`config.mk`:
```
export PLATFORM = sky130hd
export DESIGN_NAME = pass_sequencer
export DESIGN_NICKNAME = d
export VERILOG_FILES = /design/src/rtl/pass_sequencer.sv
export SDC_FILE = /design/constraint.sdc
export NUM_CORES = 1
export LEC_CHECK = 0
export ABC_AREA = 1
export BUFFER_PORTS_ARGS = -buffer_cell sky130_fd_sc_hd__buf_2
export CAP_MARGIN = 5
export CORE_MARGIN = 5
export CORE_UTILIZATION = 36
export CTS_CLUSTER_DIAMETER = 60
export CTS_CLUSTER_SIZE = 14
export DETAILED_ROUTE_END_ITERATION = 10
export GPL_ROUTABILITY_DRIVEN = 0
export PLACE_DENSITY = 0.63
export SLEW_MARGIN = 15
export SYNTH_ARGS = -nofsm -noshare
export SYNTH_HDL_FRONTEND = slang
export SYNTH_SLANG_ARGS = --single-unit
export TNS_END_PERCENT = 5
```
`constraint.sdc`:
```
create_clock -name clk -period 2.88 [get_ports clk]
set_clock_uncertainty 0.15 [all_clocks]
set_input_delay 0.432 -clock clk [delete_from_list [all_inputs] [get_ports clk]]
set_output_delay 0.432 -clock clk [all_outputs]
set_load 0.02 [all_outputs]
```
`src/rtl/pass_sequencer.sv`:
```
// Sequences one fetch / forward / (backward) pass through the network core per
// TR or VL request, owns the sample-memory index counters and reports completion.
module pass_sequencer #(
  parameter int BITS = 16,
  parameter int ADDR = 10
) (
  input  logic            clk,
  input  logic            rst_n,
  input  logic            TR,
  input  logic            VL,
  input  logic            END,
  input  logic [BITS-1:0] TRAIN,
  input  logic [BITS-1:0] VALID,
  input  logic [ADDR-1:0] VAL_BASE,
  output logic [ADDR-1:0] MEM_ADDR,
  output logic            MEM_RD,
  output logic            FWD_START,
  input  logic            FWD_DONE,
  output logic            BWD_START,
  input  logic            BWD_DONE,
  input  logic [BITS-1:0] Error_in,
  output logic            S_Train,
  output logic            S_Error,
  output logic [BITS-1:0] Error,
  output logic            BUSY,
  output logic            OVR
);

  typedef enum logic [2:0] {S_IDLE, S_FETCH, S_LOAD, S_FWD, S_BWD, S_REPORT} state_t;

  state_t          state, state_nxt;
  logic            mode_v, mode_v_nxt;
  logic [BITS-1:0] t_idx, v_idx, t_idx_nxt, v_idx_nxt;
  logic [BITS:0]   t_inc, v_inc;
  logic            fwd_hit, bwd_hit;

  logic [ADDR-1:0] mem_addr_nxt;
  logic            mem_rd_nxt, fwd_start_nxt, bwd_start_nxt;
  logic            s_train_nxt, s_error_nxt, busy_nxt, ovr_nxt;
  logic [BITS-1:0] error_nxt;

  // DONE in the same cycle as its START pulse is ignored; the START register
  // marks that first cycle.
  assign fwd_hit = (state == S_FWD) && !FWD_START && FWD_DONE;
  assign bwd_hit = (state == S_BWD) && !BWD_START && BWD_DONE;
  assign t_inc   = {1'b0, t_idx} + 1'b1;
  assign v_inc   = {1'b0, v_idx} + 1'b1;

  always_ff @(posedge clk or negedge rst_n) begin
    if (!rst_n) begin
      state     <= S_IDLE;
      mode_v    <= 1'b0;
      t_idx     <= '0;
      v_idx     <= '0;
      MEM_ADDR  <= '0;
      MEM_RD    <= 1'b0;
      FWD_START <= 1'b0;
      BWD_START <= 1'b0;
      S_Train   <= 1'b0;
      S_Error   <= 1'b0;
      Error     <= '0;
      BUSY      <= 1'b0;
      OVR       <= 1'b0;
    end else begin
      state     <= state_nxt;
      mode_v    <= mode_v_nxt;
      t_idx     <= t_idx_nxt;
      v_idx     <= v_idx_nxt;
      MEM_ADDR  <= mem_addr_nxt;
      MEM_RD    <= mem_rd_nxt;
      FWD_START <= fwd_start_nxt;
      BWD_START <= bwd_start_nxt;
      S_Train   <= s_train_nxt;
      S_Error   <= s_error_nxt;
      Error     <= error_nxt;
      BUSY      <= busy_nxt;
      OVR       <= ovr_nxt;
    end
  end

  always_comb begin
    state_nxt  = state;
    mode_v_nxt = mode_v;
    t_idx_nxt  = t_idx;
    v_idx_nxt  = v_idx;
    if (END) begin
      state_nxt = S_IDLE;
      t_idx_nxt = '0;
      v_idx_nxt = '0;
    end else begin
      case (state)
        S_IDLE: begin
          if (TR) begin
            state_nxt  = S_FETCH;
            mode_v_nxt = 1'b0;
          end else if (VL) begin
            state_nxt  = S_FETCH;
            mode_v_nxt = 1'b1;
          end
        end
        S_FETCH: state_nxt = S_LOAD;
        S_LOAD:  state_nxt = S_FWD;
        S_FWD:   if (fwd_hit) state_nxt = mode_v ? S_REPORT : S_BWD;
        S_BWD:   if (bwd_hit) state_nxt = S_REPORT;
        S_REPORT: begin
          state_nxt = S_IDLE;
          // A zero count makes the compare always true, pinning the index at 0.
          if (mode_v) v_idx_nxt = (v_inc >= {1'b0, VALID}) ? '0 : v_inc[BITS-1:0];
          else        t_idx_nxt = (t_inc >= {1'b0, TRAIN}) ? '0 : t_inc[BITS-1:0];
        end
        default: state_nxt = S_IDLE;
      endcase
    end
  end

  // Outputs are decoded from the next state so they register in step with it.
  always_comb begin
    mem_addr_nxt = MEM_ADDR;
    if (state_nxt == S_FETCH)
      mem_addr_nxt = mode_v_nxt ? VAL_BASE + v_idx[ADDR-1:0] : t_idx[ADDR-1:0];
    mem_rd_nxt    = (state_nxt == S_FETCH);
    fwd_start_nxt = (state_nxt == S_FWD) && (state != S_FWD);
    bwd_start_nxt = (state_nxt == S_BWD) && (state != S_BWD);
    s_train_nxt   = (state_nxt == S_REPORT) && !mode_v_nxt;
    s_error_nxt   = (state_nxt == S_REPORT) && mode_v_nxt;
    busy_nxt      = (state_nxt != S_IDLE);
    error_nxt     = Error;
    if (!END && fwd_hit && mode_v) error_nxt = Error_in;
    ovr_nxt = OVR | (!END && (TR || VL) && ((state != S_IDLE) || (TR && VL)));
  end

endmodule
```
## After elaboration in Yosys (flattened, before gate mapping)

Index checks and enable logic that the tools add are counted.
W data, S select, Z words.

| storage, ports and cells | value |
|---|---|
| register bits | 69 |
| bits in latches | 0 |
| RAM bits | 0 |
| ROM bits | 0 |
| input bits | 65 |
| output and inout port bits | 33 |
| word-level logic and storage cells | 77 |
| memories kept | 0 |

| cells by class | value |
|---|---|
| add/subtract/negate cells | 3 |
| multiply operators | 0 |
| divide/modulo/power cells | 0 |
| order comparisons | 2 |
| equality and inequality tests | 12 |
| shift-type cells | 0 |
| multiplexer cells | 20 |
| bitwise logic cells | 1 |
| reductions and logical operators | 26 |

Operators by type and width:

| cell | count |
|---|---|
| $mux W16 | 8 |
| $add A16 B1 Y17 const B | 2 |
| $ge A17 B16 Y1 | 2 |
| $mux W3 | 5 |
| $pmux W3 S5 | 1 |
| $logic_and A1 B1 Y1 | 13 |
| $eq A3 B3 Y1 const B | 4 |
| $add A10 B10 Y10 | 1 |
| $mux W10 | 1 |
| $eq A3 B2 Y1 const B | 3 |
| $eq A3 B1 Y1 const B | 2 |
| $reduce_bool A3 Y1 | 2 |
| $mux W1 | 5 |
| $logic_not A1 Y1 | 4 |
| $reduce_and A2 Y1 | 2 |
| $reduce_bool A2 Y1 | 2 |
| $logic_not A3 Y1 | 1 |
| $ne A3 B2 Y1 const B | 1 |
| $ne A3 B3 Y1 const B | 1 |
| $logic_or A1 B1 Y1 | 2 |
| $ne A2 B2 Y1 const B | 1 |
| $or A1 B1 Y1 | 1 |

## Depth between registers and ports, before layout

| logic depth | value |
|---|---|
| depth in word-level cells | 8 |
| depth in mapped cells | 21 |
| depth with buffers taken out | 20 |

## Least setup slack after synthesis

Ideal clock, no wire load.

| timing | value |
|---|---|
| path kind | reg2reg |
| start | register t_idx[1] |
| end | register t_idx[0] |
| library setup time | 0.073 ns |
| arrival | 2.399 ns |
| required time | 2.657 ns |
| path slack | 0.258 ns |
| cell stages (with the launch flop) | 21 |
| path buffers | 1 |
| period minus slack after synthesis | 2.622 ns |
| cell sequence | dfrtp_1 -> ha_1 -> nand2_1 -> nor2_4 -> nand3_2 -> nor2_1 -> xor2_1 -> inv_1 -> ha_1 -> nand2_1 -> inv_1 -> nand2_1 -> nand2_1 -> nand2_1 -> nand2_1 -> nand2_1 -> nand3_1 -> nand2_1 -> nand3_2 -> buf_6 -> a21oi_2 |

| on the way | value |
|---|---|
| word-level cells in the longest chain between the ends | 6 |

RTL lines:

| item | RTL line | text |
|---|---|---|
| start, declared | 33 | `logic [BITS-1:0] t_idx, v_idx, t_idx_nxt, v_idx_nxt;` |
| start signal, assigned | 67 | `t_idx <= t_idx_nxt;` |
| $add A16 B1 Y17 | 46 | `assign t_inc = {1'b0, t_idx} + 1'b1;` |
| $ge A17 B16 Y1 | 109 | `else t_idx_nxt = (t_inc >= {1'b0, TRAIN}) ? '0 : t_inc[BITS-1:0];` |
| $mux W16 | 109 |  |
| $mux W16 | 108 | `if (mode_v) v_idx_nxt = (v_inc >= {1'b0, VALID}) ? '0 : v_inc[BITS-1:0];` |
| $mux W16 | 91 | `case (state)` |
| $mux W16 | 86 | `if (END) begin` |

No other way between the ends. The select of a mux whose other input is x is not followed.
A chain may end at the register's enable or synchronous reset.

## Final worst setup path

| timing | value |
|---|---|
| start | register t_idx[0] |
| end | register t_idx[5] |

| on the way | value |
|---|---|
| word-level cells in the longest chain between the ends | 6 |

RTL lines:

| item | RTL line |
|---|---|
| $add A16 B1 Y17 (*) | 46 |
| $ge A17 B16 Y1 | 109 |
| $mux W16 (*) | 109 |
| $mux W16 (*) | 108 |
| $mux W16 (*) | 91 |
| $mux W16 (*) | 86 |

Mark *: on every way between the ends. The rest lies on a longest branch, timed or not. The select of a mux whose other input is x is not followed.

==> out/qor_table.md <==
| Step | Metric | Value |
|:---|:---|:---|
| layout | Footprint of the multi-input gates | 2937 sq um |
| setup path | Cell class contributing the biggest share of worst-path delay | simple AND/OR/NAND/NOR gates |
| clocking | Clock tree from TritonCTS | built |
| pwr | Peak ir drop on the vdd network | 0.2546 mV |
| layout | Share of final-layout standard cells stronger than drive strength 1 | 26.91% |
| global routing | Initial antenna violation count | 0 |
| floorplan | Height of the die | 128.5 um |
| logic synthesis | Share of the synthesized area in the top cell type | 34.18% |
| routing | Drt first-iter violations | 266 |
| flow run | Number of violations of the max-capacitance limit | 0 |
| routing | Routed WL | 12280 um |
| routing | Routed wire per std cell | 12.55 um |
| clocking | Clock-pin slew of the registers on the worst-case setup and hold paths | 50 ps |
| logic synthesis | Netlist Area Pre-Place | 5051 sq um |
| routing | Top layer in use | met4 |
| clocking | Total CTS buffers | 9 |
| setup path | Startpoint class of the critical path | register |
| timing | Minimum clock period | 2826 ps |
| setup path | Count of cells along the worst register-to-register path | 19 |
| routing | Total number of vias | 4524 |
| routing | Detail Route met2 WL | 5603 um |
| place | Setup slack after placement | -65.39 ps |
| layout | Number of fillers in the final layout | 1383 |
| layout | Area added between synthesis and finish | 25.39% |
| logic synthesis | Post-synthesis sequential area ratio | 34.18% |
| routing | M1 wire length | 5789 um |
| setup path | Critical-path maximum fanout | 6 |
| timing | Highest attainable clock frequency | 0.3538 GHz |
| timing | Relative slew margins | 52.11% |
| timing | Setup WS post-layout | 53.88 ps |
| hold path | Hold crit path type | in2async |
| logic synthesis | Seq cells post-synth | 69 |
| layout | N_diodes | 0 |
| setup path | Kind of critical path | reg2reg |
| setup path | Critical path capture point type | register |
| logic synthesis | Ys Warns | 0 |
| global routing | Total overflow reported by the global router | 0 |
| floorplan | I/O pin count | 98 |
| layout | Non-filler instance count after layout | 979 |
| timing | Final setup violation count | 0 |
| global routing | Via count of the first global-routing pass | 4292 |
| global routing | Total routing usage reported by global routing | 14.81% |
| timing | Slew @ Worst Pin | 718.4 ps |
| global routing | Wire length of the first global-routing pass | 20010 um |
| floorplan | Die area | 16500 sq um |
| timing | Hold Vio Cnt, Final | 0 |
| logic synthesis | Syn_nets | 782 |
| layout | Net count of the finished layout | 904 |
| routing | Drt pass-1 iters | 4 |
| clocking | Htree depth | 3 |
| timing | Final clock period utilization by the worst path | 98.13% |
| logic synthesis | Number of instances in the synthesized netlist | 673 |
| routing | Number of vias per cell after detailed routing | 4.621 |
| setup path | Arrival time of data at the critical path endpoint | 2930 ps |
| routing | Antenna-violating nets left | 0 |
| place | Dpl hpwl | 9433 um |
| run status | Result of the run | complete, no violations |
| timing | Count of final max-slew check failures | 0 |
| clocking | Number of buffers on the longest clock path | 2 |
| setup path | CP most frequent cell | sky130_fd_sc_hd__nand2_1 |
| setup path | Required time worst endpoint | 2980 ps |
| pwr | Static leakage | 3.632 nW |
| floorplan | Initial standard-cell utilization of the core | 36.53% |
| layout | Footprint of the flip-flops and latches | 1734 sq um |
| place | Placed Instances | 957 |
| setup path | Launching element of the worst setup path | t_idx[0] |
| setup path | Delay of the slowest critical-path stage | 360 ps |
| place | Count of port buffers added during placement | 97 |
| logic synthesis | Top post-synthesis cells by area | sky130_fd_sc_hd__dfrtp_1, sky130_fd_sc_hd__nand2_1, sky130_fd_sc_hd__ha_1, sky130_fd_sc_hd__inv_1, sky130_fd_sc_hd__xor2_1 |
| setup path | CP cell instances | ha_2, nand2_2, nor2_4, nand3_4, xor2_1, inv_1, ha_1, nand2_1, nand2_1, nand2_1, nand2_1, nand2_1, nand2_1, nand2_1, nand3_1, nand2_2, buf_12, nand3_4, o21ai_2 |
| setup path | Critical path buffers and inverters | 2 |
| setup path | Endpoint of the most critical register-to-register path | t_idx[5] |
| logic synthesis | Biggest area consumer among synthesized cells | sky130_fd_sc_hd__dfrtp_1 |
| routing | Drc violations | 0 |
| clocking | CTS root buffer | sky130_fd_sc_hd__clkbuf_16 |
| floorplan | Core region area | 13830 sq um |
| logic synthesis | Number of unique standard cell types used by synthesis | 35 |
| setup path | Flop-to-flop setup slack | 50 ps |
| timing | Unrepaired setup endpoints after global routing | true |
| logic synthesis | Synthesized area per cell | 7.505 sq um |
| floorplan | Site Rows | 43 |
| clocking | Clock insertion delay at the later pin of the skew report | 320 ps |
| clocking | Hold buffer count at CTS | 0 |
| routing | Routed wire length on met3 | 687 um |
| global routing | Pin count of the biggest net entering global routing | 40 |
| pwr | Power per cell area | 468.6 nW/um^2 |
| setup path | Crit-path slowest cell | sky130_fd_sc_hd__dfrtp_1 |
| setup path | Critical register-to-register path startpoint | t_idx[0] |
| floorplan | Width of the die | 128.5 um |
| clocking | Number of clock sinks seen by CTS | 69 |
==> where the power goes <==
| group | switching [W] | total, W | internal, W |
|---|---|---|---|
| sequential | 0.000101 | 0.00123 | 0.00113 |
| combinational | 0.000479 | 0.000757 | 0.000278 |
| clock | 0.000385 | 0.000984 | 0.000599 |
| total | 0.000965 | 0.00297 | 0.00200 |
==> cell families after synthesis <==
group,Yosys count,synth area share [%]
AOI/OAI and AO/OA,63,7.505
DFF,69,34.18
xor gates and xnor gates,25,4.335
buffers and inverters,137,10.82
and+or+nand+nor,319,28.54
adders and majority gates,44,11.05
muxes,16,3.567
==> how the worst max path moves through the flow <==
stage	endpoint	slack [ps]	depth (start not counted)
after detailed placement	t_idx[2]	-70	19
after global placement	t_idx[1]	-30	19
final	t_idx[5]	50	19
after floorplan	t_idx[0]	260	20
after global routing	t_idx[5]	-110	20
after CTS	v_idx[4]	30	14
==> cells in the final DEF (no fill, tap or decap), types with 6 or more instances in the layout <==
cell type	n
sky130_fd_sc_hd__nand4_1	15
sky130_fd_sc_hd__o21ai_0	11
sky130_fd_sc_hd__nor2_2	7
sky130_fd_sc_hd__xor2_2	6
sky130_fd_sc_hd__ha_1	40
sky130_fd_sc_hd__nor3_1	7
sky130_fd_sc_hd__buf_4	19
sky130_fd_sc_hd__o21ai_1	12
sky130_fd_sc_hd__buf_2	97
sky130_fd_sc_hd__clkbuf_16	9
sky130_fd_sc_hd__a21oi_1	19
sky130_fd_sc_hd__nand3_1	39
sky130_fd_sc_hd__inv_2	7
sky130_fd_sc_hd__mux2_2	16
sky130_fd_sc_hd__dfrtp_1	63
sky130_fd_sc_hd__o21ai_2	11
sky130_fd_sc_hd__inv_1	119
sky130_fd_sc_hd__xor2_1	18
sky130_fd_sc_hd__dfrtp_2	6
sky130_fd_sc_hd__nand2_1	175
sky130_fd_sc_hd__nor2_4	6
sky130_fd_sc_hd__nor2_1	50
==> metal layers <==
| metal | GRT usage (%) | vias up |
|---|---|---|
| met2 | 23.78 | 103 |
| li1 | - | 2373 |
| met3 | 2.698 | 18 |
| met5 | 0 | - |
| met1 | 20.49 | 2030 |
| met4 | 4.245 | 0 |
==> cells in the mapped netlist <==
library cell	count
sky130_fd_sc_hd__nor3_2	3
sky130_fd_sc_hd__clkbuf_1	1
sky130_fd_sc_hd__nor4_1	1
sky130_fd_sc_hd__o211ai_1	2
sky130_fd_sc_hd__o21bai_1	4
sky130_fd_sc_hd__o21ai_0	13
sky130_fd_sc_hd__xnor2_1	1
sky130_fd_sc_hd__nand3_1	40
sky130_fd_sc_hd__nor2_4	3
sky130_fd_sc_hd__ha_1	43
sky130_fd_sc_hd__nand2_1	177
sky130_fd_sc_hd__nor2_1	55
sky130_fd_sc_hd__o21ai_1	11
sky130_fd_sc_hd__buf_4	3
sky130_fd_sc_hd__nor4_4	1
sky130_fd_sc_hd__inv_1	119
sky130_fd_sc_hd__dfrtp_1	69
sky130_fd_sc_hd__nand4_1	15
sky130_fd_sc_hd__inv_2	7
sky130_fd_sc_hd__nand2_2	3
sky130_fd_sc_hd__nor3_1	9
sky130_fd_sc_hd__nand3b_1	1
sky130_fd_sc_hd__a21oi_2	1
sky130_fd_sc_hd__mux2_2	16
sky130_fd_sc_hd__fa_1	1
sky130_fd_sc_hd__xor2_1	24
sky130_fd_sc_hd__o21ai_2	10
sky130_fd_sc_hd__clkinv_2	1
sky130_fd_sc_hd__a21o_1	3
sky130_fd_sc_hd__nor2_2	5
sky130_fd_sc_hd__nand4_4	2
sky130_fd_sc_hd__buf_2	4
sky130_fd_sc_hd__a21oi_1	19
sky130_fd_sc_hd__nand3_2	4
sky130_fd_sc_hd__buf_6	2
==> per-stage QoR <==
step | area (sq um) | util (%) | hold slack [ps] | setup TNS (ps) | total power, W
2_1_floorplan | 5051 | - | -13.59 | 0 | 0.001692
3_3_place_gp | 5846 | 42.28 | 289.4 | -59.57 | 0.001998
3_5_place_dp | 5846 | 42.28 | 289.6 | -247.3 | 0.002007
4_1_cts | 6113 | 44.21 | 31.79 | 0 | 0.003007
5_1_grt | 6334 | 45.81 | 74.04 | -1614 | 0.003132
6_report | 6334 | 45.81 | 6.551 | 0 | 0.002968
==> final cells by class <==
cell class	instances	area share, %
Tap cell	180	3.556
Clock inverter	2	0.1580
Multi-Input combinational cell	468	46.37
Clock buffer	13	3.951
Inverter	127	7.546
Sequential cell	69	27.38
Timing Repair Buffer	120	11.04
==> registers in the layout, indices dropped and copies added, names as in the netlist <==
register / cells
Error: 16
t_idx: 16
v_idx: 16
MEM_ADDR: 10
state: 3
BUSY: 1
BWD_START: 1
FWD_START: 1
MEM_RD: 1
OVR: 1
S_Error: 1
S_Train: 1
mode_v: 1
==> timing repair <==
item	CTS	global route
buffers inserted	0	6
cloned	0	1
gates resized for setup	1	36
pin swaps	0	14
endpoints found under the setup margin	12	32
Power figures use the tool's default switching activity.
